## config.mk

```make
export PLATFORM = sky130hd
export DESIGN_NAME = umi_write_arbiter_flat
export DESIGN_NICKNAME = d
export VERILOG_FILES = /design/src/rtl/umi_write_arbiter_pkg.sv /design/src/rtl/umi_write_arbiter_if.sv /design/src/rtl/umi_write_arbiter_rr_pick.sv /design/src/rtl/umi_write_arbiter.sv /design/src/flat_wrapper.sv
export SDC_FILE = /design/constraint.sdc
export NUM_CORES = 1
export LEC_CHECK = 0
export ABC_AREA = 1
export ABC_CLOCK_PERIOD_IN_PS = 3470
export CORE_AREA = 2 2 509 511
export CTS_CLUSTER_DIAMETER = 200
export DETAILED_ROUTE_END_ITERATION = 7
export DIE_AREA = 0 0 511 513
export PLACE_DENSITY_LB_ADDON = 0.1
export SYNTH_ARGS = -nofsm -noshare
export SYNTH_HDL_FRONTEND = slang
export SYNTH_SLANG_ARGS = --single-unit
```

## constraint.sdc

```tcl
create_clock -name clk -period 3.47 [get_ports clk]
set_clock_uncertainty 0.05 [all_clocks]
set_input_delay 0.694 -clock clk [delete_from_list [all_inputs] [get_ports clk]]
set_output_delay 0.694 -clock clk [all_outputs]
set_load 0.02 [all_outputs]
```

## src/rtl/umi_write_arbiter_pkg.sv

```systemverilog
// Shared types and helpers for the UMI write arbiter: FSM encoding, default packet width,
// and the index-width helper used for grant_id and the round-robin pointer.
package umi_write_arbiter_pkg;

  localparam int UMI_PW = 256;

  typedef enum logic {
    ARB_IDLE = 1'b0,
    ARB_BUSY = 1'b1
  } arb_state_t;

  // Index width; a single requester still gets a 1-bit index.
  function automatic int idx_w(input int n);
    return (n > 1) ? $clog2(n) : 1;
  endfunction

endpackage

```

## src/rtl/umi_write_arbiter_if.sv

```systemverilog
// Requester-side and bridge-side signals of the UMI write arbiter.
// The arbiter uses the slave modport; requesters plus bridge use master.
interface umi_write_arbiter_if
  import umi_write_arbiter_pkg::*;
#(
  parameter int N  = 4,
  parameter int PW = UMI_PW
);
  localparam int IW = idx_w(N);

  logic [N*PW-1:0] in_packet;
  logic [N-1:0]    in_valid;
  logic [N-1:0]    in_ready;
  logic [PW-1:0]   out_packet;
  logic            out_valid;
  logic            out_ready;
  logic [IW-1:0]   grant_id;
  logic            busy;
  logic            err_timeout;
  logic            err_clr;

  modport master (
    output in_packet, in_valid, out_ready, err_clr,
    input  in_ready, out_packet, out_valid, grant_id, busy, err_timeout
  );

  modport slave (
    input  in_packet, in_valid, out_ready, err_clr,
    output in_ready, out_packet, out_valid, grant_id, busy, err_timeout
  );

endinterface

```

## src/rtl/umi_write_arbiter_rr_pick.sv

```systemverilog
// Combinational round-robin picker: first requester at or after ptr, wrapping modulo N.
// Doubling the request vector turns the wrap into a single lowest-set-bit search.
module umi_write_arbiter_rr_pick
  import umi_write_arbiter_pkg::*;
#(
  parameter int N  = 4,
  parameter int IW = idx_w(N)
) (
  input  logic [N-1:0]  req,
  input  logic [IW-1:0] ptr,
  output logic [IW-1:0] gnt_idx,
  output logic          any
);

  logic [2*N-1:0] masked;

  // Lower copy only keeps requesters at or above ptr; upper copy holds the wrapped ones.
  generate
    for (genvar gi = 0; gi < 2*N; gi++) begin : g_mask
      if (gi < N) begin : g_lo
        assign masked[gi] = req[gi] & (IW'(gi) >= ptr);
      end else begin : g_hi
        assign masked[gi] = req[gi-N];
      end
    end
  endgenerate

  always_comb begin
    gnt_idx = '0;
    for (int j = 2*N-1; j >= 0; j--) begin
      if (masked[j]) begin
        gnt_idx = IW'(j % N);
      end
    end
  end

  assign any = |req;

endmodule

```

## src/rtl/umi_write_arbiter.sv

```systemverilog
// Round-robin arbiter sharing one UMI write bridge between N requesters: one whole
// transaction per grant, packet held until the bridge acks, then one forced valid-low cycle.
module umi_write_arbiter
  import umi_write_arbiter_pkg::*;
#(
  parameter int N       = 4,
  parameter int PW      = UMI_PW,
  parameter int TIMEOUT = 1024
) (
  input  logic                clk,
  input  logic                rst_n,
  umi_write_arbiter_if.slave  bus
);

  localparam int IW = idx_w(N);
  localparam int WW = (TIMEOUT > 0) ? $clog2(TIMEOUT + 1) : 1;
  localparam bit              WDOG_EN  = (TIMEOUT > 0);
  localparam logic [WW-1:0]   WDOG_MAX = WDOG_EN ? WW'(TIMEOUT) : '0;
  localparam logic [WW-1:0]   WDOG_PRE = WDOG_EN ? WW'(TIMEOUT - 1) : '0;

  arb_state_t    state_reg;
  logic [IW-1:0] rr_ptr_reg;
  logic [WW-1:0] wdog_reg;
  logic [IW-1:0] pick_idx;
  logic          pick_any;
  logic [IW-1:0] ptr_next;
  logic          wdog_set;
  logic [PW-1:0] pkt_arr [N];

  generate
    for (genvar gi = 0; gi < N; gi++) begin : g_req
      assign pkt_arr[gi] = bus.in_packet[gi*PW +: PW];
      // Ack is passed straight through to the grantee in the same cycle.
      assign bus.in_ready[gi] = (state_reg == ARB_BUSY) && bus.out_ready &&
                                (bus.grant_id == IW'(gi));
    end
  endgenerate

  umi_write_arbiter_rr_pick #(.N(N), .IW(IW)) u_pick (
    .req     (bus.in_valid),
    .ptr     (rr_ptr_reg),
    .gnt_idx (pick_idx),
    .any     (pick_any)
  );

  assign ptr_next = (int'(bus.grant_id) == N - 1) ? '0 : bus.grant_id + 1'b1;

  // Flag while saturated too, so a clear during a still-stuck transaction re-arms next cycle.
  assign wdog_set = WDOG_EN && (state_reg == ARB_BUSY) && !bus.out_ready &&
                    ((wdog_reg == WDOG_PRE) || (wdog_reg == WDOG_MAX));

  always_ff @(posedge clk or negedge rst_n) begin
    if (!rst_n) begin
      state_reg       <= ARB_IDLE;
      bus.out_valid   <= 1'b0;
      bus.out_packet  <= '0;
      bus.grant_id    <= '0;
      bus.busy        <= 1'b0;
      bus.err_timeout <= 1'b0;
      rr_ptr_reg      <= '0;
      wdog_reg        <= '0;
    end else begin
      if (bus.err_clr) begin
        bus.err_timeout <= 1'b0;
      end else if (wdog_set) begin
        bus.err_timeout <= 1'b1;
      end

      case (state_reg)
        ARB_IDLE: begin
          if (pick_any) begin
            bus.out_packet <= pkt_arr[pick_idx];
            bus.grant_id   <= pick_idx;
            bus.out_valid  <= 1'b1;
            bus.busy       <= 1'b1;
            wdog_reg       <= '0;
            state_reg      <= ARB_BUSY;
          end
        end
        ARB_BUSY: begin
          // The write cannot be withdrawn, so the watchdog only reports and never aborts.
          if (bus.out_ready) begin
            bus.out_valid <= 1'b0;
            bus.busy      <= 1'b0;
            rr_ptr_reg    <= ptr_next;
            wdog_reg      <= '0;
            state_reg     <= ARB_IDLE;
          end else if (wdog_reg != WDOG_MAX) begin
            wdog_reg <= wdog_reg + 1'b1;
          end
        end
        default: state_reg <= ARB_IDLE;
      endcase
    end
  end

endmodule

```

## src/flat_wrapper.sv

```systemverilog
// flat-port wrapper written by rule: the top's interface ports become plain ports
module umi_write_arbiter_flat import umi_write_arbiter_pkg::*;
#(
  parameter int N       = 4,
  parameter int PW      = UMI_PW,
  parameter int TIMEOUT = 1024
)
  (clk, rst_n, bus_in_packet, bus_in_valid, bus_out_ready, bus_err_clr, bus_in_ready, bus_out_packet, bus_out_valid, bus_grant_id, bus_busy, bus_err_timeout);
  umi_write_arbiter_if #(.N(N), .PW(PW)) bus_i ();
  input  logic clk;
  input  logic rst_n;
  input wire logic [$bits(bus_i.in_packet)-1:0] bus_in_packet;
  input wire logic [$bits(bus_i.in_valid)-1:0] bus_in_valid;
  input wire logic [$bits(bus_i.out_ready)-1:0] bus_out_ready;
  input wire logic [$bits(bus_i.err_clr)-1:0] bus_err_clr;
  output wire logic [$bits(bus_i.in_ready)-1:0] bus_in_ready;
  output wire logic [$bits(bus_i.out_packet)-1:0] bus_out_packet;
  output wire logic [$bits(bus_i.out_valid)-1:0] bus_out_valid;
  output wire logic [$bits(bus_i.grant_id)-1:0] bus_grant_id;
  output wire logic [$bits(bus_i.busy)-1:0] bus_busy;
  output wire logic [$bits(bus_i.err_timeout)-1:0] bus_err_timeout;
  assign bus_i.in_packet = bus_in_packet;
  assign bus_i.in_valid = bus_in_valid;
  assign bus_i.out_ready = bus_out_ready;
  assign bus_i.err_clr = bus_err_clr;
  assign bus_in_ready = bus_i.in_ready;
  assign bus_out_packet = bus_i.out_packet;
  assign bus_out_valid = bus_i.out_valid;
  assign bus_grant_id = bus_i.grant_id;
  assign bus_busy = bus_i.busy;
  assign bus_err_timeout = bus_i.err_timeout;
  umi_write_arbiter #(.N(N), .PW(PW), .TIMEOUT(TIMEOUT)) u_core (.clk(clk), .rst_n(rst_n), .bus(bus_i));
endmodule
```

# Word-level counts from Yosys, hierarchy flattened
# Cells that the tools add are included.
[word_totals]
register_bits = 274
input_bits = 1032
out_inout_bits = 265
wordCells = 70
[op_classes]
addsub = 2
order_cmp = 5
n_eq_ne = 10
mux = 24
n_bitwise = 6
n_reduce_logical = 16
[op_table]
columns = ["op", "n"]
rows = [
  ["256-bit binary-select mux with 2-bit select", 1],
  ["256-bit 2-to-1 mux", 2],
  ["11-bit 2-to-1 mux", 3],
  ["11-bit case mux with 2 select lines", 1],
  ["2-bit 2-to-1 mux", 9],
  ["11-bit by 1-bit adder with 11-bit output, second input constant", 1],
  ["11-bit by 10-bit == test with 1-bit output, second input constant", 1],
  ["11-bit == test, second input constant", 1],
  ["11-bit inequality test, second input constant", 1],
  ["2-bit AND reduction", 4],
  ["1-bit logical AND", 7],
  ["1-bit 2-to-1 mux", 6],
  ["1-bit AND", 4],
  ["2-bit by 1-bit == test with 1-bit output, second input constant", 2],
  ["2-bit == test, second input constant", 2],
  ["1-bit by 2-bit >= comparator with 1-bit output, first input constant", 2],
  ["2-bit >= comparator, first input constant", 2],
  ["1-bit case mux with 2 select lines", 2],
  ["4-bit OR reduction", 1],
  ["3-bit >= comparator, second input constant", 1],
  ["3-bit inequality test, second input constant", 1],
  ["2-bit inverter with 3-bit output", 1],
  ["2-bit by 1-bit adder with 2-bit output, second input constant", 1],
  ["2-bit zero test", 1],
  ["6 further kinds", 6],
]

# Depth between registers and ports, before layout
[logic_depth]
word_depth = 12
ltp_mapped = 13
mapped_depth_nobuf = 11

# Modules after synthesis
# Synthesis repeated with hierarchy kept, for this count alone.
[hier_totals]
hier_cells = 2349
area_unflattened_um2 = 17559.3
[by_module_without_submodules]
columns = ["module", "n_inst", "cells_per_inst", "area_per_inst_um2", "seq_area_each_um2"]
rows = [
  ["umi_write_arbiter", 1, 2329, 17475.5, 6856.6],
  ["umi_write_arbiter_rr_pick", 1, 20, 83.8, 0.0],
]

# Worst setup path after synthesis
# No wires, ideal clock.
[synth_timing]
kind = "input-to-reg"
startpoint = "in bus_in_valid[3]"
endpoint = "reg u_core.bus.out_packet[58]"
setup_ns = 0.125
t_arrival_ns = 1.828
required_time_ns = 3.295
path_slack_ns = 1.467
stages = 11
path_cell_list = "inv_2 nand2_1 nand2_1 nand2_2 nand2_4 buf_4 buf_2 clkbuf_1 nand2_1 nand3_1 nand3_1"
[synth_via]
elab_chain_len = 12
word_cells_on_any_way = 15
cone_classes = "11 x mux; 2 x bitwise; 2 x reduce/logical"
[synth_lines]
columns = ["element", "line", "rtl"]
rows = [
  ["from (decl)", "flat_wrapper.sv:13", "input wire logic [$bits(bus_i.in_valid)-1:0] bus_in_valid;"],
  ["2-bit 2-to-1 mux (8 in series)", "umi_write_arbiter_rr_pick.sv:31", "if (masked[j]) begin"],
  ["2-bit inverter with 3-bit output (implied by the code)", "umi_write_arbiter.sv:72", "bus.out_packet <= pkt_arr[pick_idx];"],
  ["256-bit binary-select mux with 2-bit select", "umi_write_arbiter.sv:72", ""],
  ["256-bit 2-to-1 mux (implied by the code) (2 in series)", "umi_write_arbiter.sv:72", ""],
  ["to (signal assigned)", "umi_write_arbiter.sv:72", ""],
  ["to (decl)", "umi_write_arbiter_if.sv:29", "output in_ready, out_packet, out_valid, grant_id, busy, err_timeout"],
]
# Several ways; a longest one is shown, not always the timed one. The select of a mux whose other input is x is not followed.
# A chain may end at the register's enable or synchronous reset.

# Final worst setup path
[layout_timing]
startpoint = "reg u_core.bus.grant_id[0]"
endpoint = "out bus_in_ready[0]"
[layout_via]
elab_chain_len = 2
[layout_lines]
columns = ["element", "line", "rtl"]
rows = [
  ["from (decl)", "umi_write_arbiter_if.sv:29", ""],
  ["from (signal assigned)", "umi_write_arbiter.sv:73", "bus.grant_id <= pick_idx;"],
  ["2-bit zero test", "umi_write_arbiter.sv:35", "(bus.grant_id == IW'(gi));"],
  ["1-bit logical AND", "umi_write_arbiter.sv:34", "assign bus.in_ready[gi] = (state_reg == ARB_BUSY) && bus.out_ready &&"],
  ["to (decl)", "flat_wrapper.sv:16", "output wire logic [$bits(bus_i.in_ready)-1:0] bus_in_ready;"],
]
# Every way passes these cells.

==> flow_summary.ini <==
[drt]
vias_per_cell = 3.34
via_count = 27897
antenna_left = 0
totalWireLength_um = 200000
drc = 0
wl_per_cell_um = 24.0
drt_iter0_markers = 1421
dr.pass1.iters = 6

[global_route]
busiest_layer = met2
grt_use_total_pct = 14.8
grt_use_met1_pct = 17.2
grt_pass1_vias = 29332
met2_usage_pct = 25.5
grt_max_degree = 109
grt_pass1_wl_um = 267000
antenna_found_initial = 114
grt_util_met3_pct = 6.30
grt_remaining_overflow = 0

[worst_setup_path]
worstReg2RegEnd = u_core.bus.out_packet[96]$_DFFE_PN0P_
cp-start-kind = register
critical_path_class = reg -> out
crit_end = bus_in_ready[0]
startpoint = u_core.bus.grant_id[0]$_DFFE_PN0P_
critical_path_required_ps = 2730
max_stage_delay_ps = 730
crit_top_cell = inv_1
r2r_slack_ps = 1190
r2r_start = u_core.rr_ptr_reg[1]$_DFFE_PN0P_
crit_chain = inv_1 -> ha_1 -> inv_1 -> nor2_1 -> clkdlybuf4s50_1
cpMaxStageDelayCell = clkdlybuf4s50_1
end_kind = primary output
crit_arrival_ps = 2320
rr_worst_depth = 10
path_depth = 5
crit_buf_inv = 3
crit_family = buffers and inverters
crit_fanout = 5

[synth]
syn_inst = 3663
synth_edf_count = 0
avgSynthCellArea_um2 = 5.93
syn-num-nets = 4701
syn_area_um2 = 21700
async_reset_ff_share_pct = 100
synth.distinct_cells = 25
synthFlopType = dfrtp_1
synth_seq_cells = 274
ys_seq_area_share_pct = 31.6
ys_warn_count = 0

[hold_path]
hp-class = reg -> reg
hp-start = u_core.bus.out_packet[233]$_DFFE_PN0P_

[clock_tree]
clk_pin_slew_ps = 50
cts_tree = done
cts_post_setup_buffers_inserted = 0
htreeDepth = 2
cts_resized = 0
worstSkewPairLatency_ps = 660
cts.sinks = 274
cts_max_path_buffers = 3
cts_inserted_buffers = 50
cts_hold_buf = 1
cts-root-buf = clkbuf_16

[sta]
slew_violations = 0
hold_viol_final = 0
period_needed_ps = 3070
max_freq_mhz = 326
final.setup.tns_ps = 0
max_slew_margin_pct = 39.8
setup_violations = 0
rsz0062_at_grt = no
finalCritPeriodShare_pct = 88.4
tightest_slew_ps = 903

[floorplanning]
coreArea_um2 = 256000
io_pins = 1297
rows = 186
die_area_um2 = 262000
die_h_um = 513
initial_core_util_pct = 8.47
die_x_um = 511

[pwr]
peakVddDrop_mv = 0.595
leakage_nw = 19.6
p_per_area_nw_per_um2 = 744
finalPower_mw = 30.5

[place]
place_hpwl_um = 166000
portBuffers = 1296
routabilityCongestion = 0.828
place_area_um2 = 39400

[final_layout]
post-route-cell-area_um2 = 41000
area_growth_pct = 89.1
drive_gt1_share_pct = 8.64
largest_register_ff_count = 256
layout.nets = 5935

[run_status]
outcome = finished, final reports clean

[job]
maxCapViolCount = 0
cells in the mapped netlist (all sizes together) (2+ instances only):
| cell | number | share of area, % |
|---|---|---|
| buf | 86 | 2.0 |
| nand2 | 1143 | 20 |
| ha | 6 | 0.35 |
| xor2 | 2 | 0.081 |
| nand3 | 893 | 21 |
| nor2 | 20 | 0.43 |
| inv | 765 | 13 |
| o21ai | 16 | 0.37 |
| clkbuf | 149 | 2.6 |
| a21oi | 2 | 0.046 |
| or2 | 289 | 8.3 |
| nand4 | 11 | 0.32 |
| nor3 | 5 | 0.12 |
| dfrtp | 274 | 32 |
how the worst min path moves through the flow:
stage	to	slack (ps)	depth (start not counted)
floorplan	u_core.bus.err_timeout$_DFFE_PN0P_	350	0
global placement	u_core.bus.out_packet[0]$_DFFE_PN0P_	410	2
detailed placement	u_core.bus.out_packet[131]$_DFFE_PN0P_	410	2
CTS	u_core.bus.out_packet[131]$_DFFE_PN0P_	430	2
global route	u_core.bus.out_packet[131]$_DFFE_PN0P_	440	2
finish	u_core.bus.out_packet[233]$_DFFE_PN0P_	420	2
kinds of logic (layout without fill, tap and decap cells):
group           count (synthesis)  in the layout  share of synthesized area [%]
flops                         274            274                           31.6
buf+inv                      1000           2270                           17.8
xor+xnor                        2              2                         0.0807
fa+ha+maj                       6              6                          0.346
compound gates                 20             20                          0.565
simple gates                 2361           2361                           49.6
other cells                     0             23                              0
final cells by class:
class,instances,area [µm²]
sequential,274,6860
clock buffer,75,1470
multi-input combinational,2389,11000
tap,3384,4230
antenna,23,57.6
fill,29632,215000
inverter,765,2880
clock inverter,13,141
timing repair buffer,1417,14400
metal layers:
layer	vias up	wire, µm
li1	13520	-
met1	13035	81700
met2	1014	96100
met3	236	19000
met4	92	2660
met5	-	605
metrics by stage:
stage               setup slack, ps  instances  util, %  hold WS, ps
global route                    239       8322     16.0          440
floorplan                      1470       3663        -          348
CTS                             254       8317     16.0          429
finish                          402       8340     16.0          424
global placement                320       8228     15.4          412
detailed placement              313       8228     15.4          414
worst reg2reg max path, delay by kind of cell (launching register included):
family	cells	cell delay, ps
simple gates	7	1040
buf+inv	3	670
flops	1	380
where the power goes:
group | switching (mW) | leakage [nW] | total, mW | internal, mW
Combinational | 11.9 | 15.4 | 19.2 | 7.27
Sequential | 1.35 | 3.36 | 6.13 | 4.78
Clock | 2.23 | 0.793 | 5.21 | 2.98
Total | 15.5 | 19.6 | 30.5 | 15.0
cells in the final DEF, fill, tap and decap left out:
cell and n:
clkdlybuf4s50_1 1293, nand2_1 1141, nand3_1 892, inv_1 762, dfrtp_1 274, or2_2 217, buf_4 82, or2_1 56
clkbuf_16 50, buf_12 40, diode_2 23, nor2_1 17, o21ai_0 16, or2_0 16, clkbuf_1 13, clkbuf_8 12
nand4_1 11, clkinv_2 7, ha_1 6, nor3_1 5, nor2_4 3, xor2_1 2, a21oi_1 2, inv_2 2
nand2_8 2, clkinv_4 2, a31oi_4 1, inv_8 1, nand3_4 1, o21bai_4 1, clkinv_16 1, inv_6 1
inv_16 1, bufinv_16 1, dlygate4sd3_1 1, buf_8 1
Power figures use the tool's default switching activity.
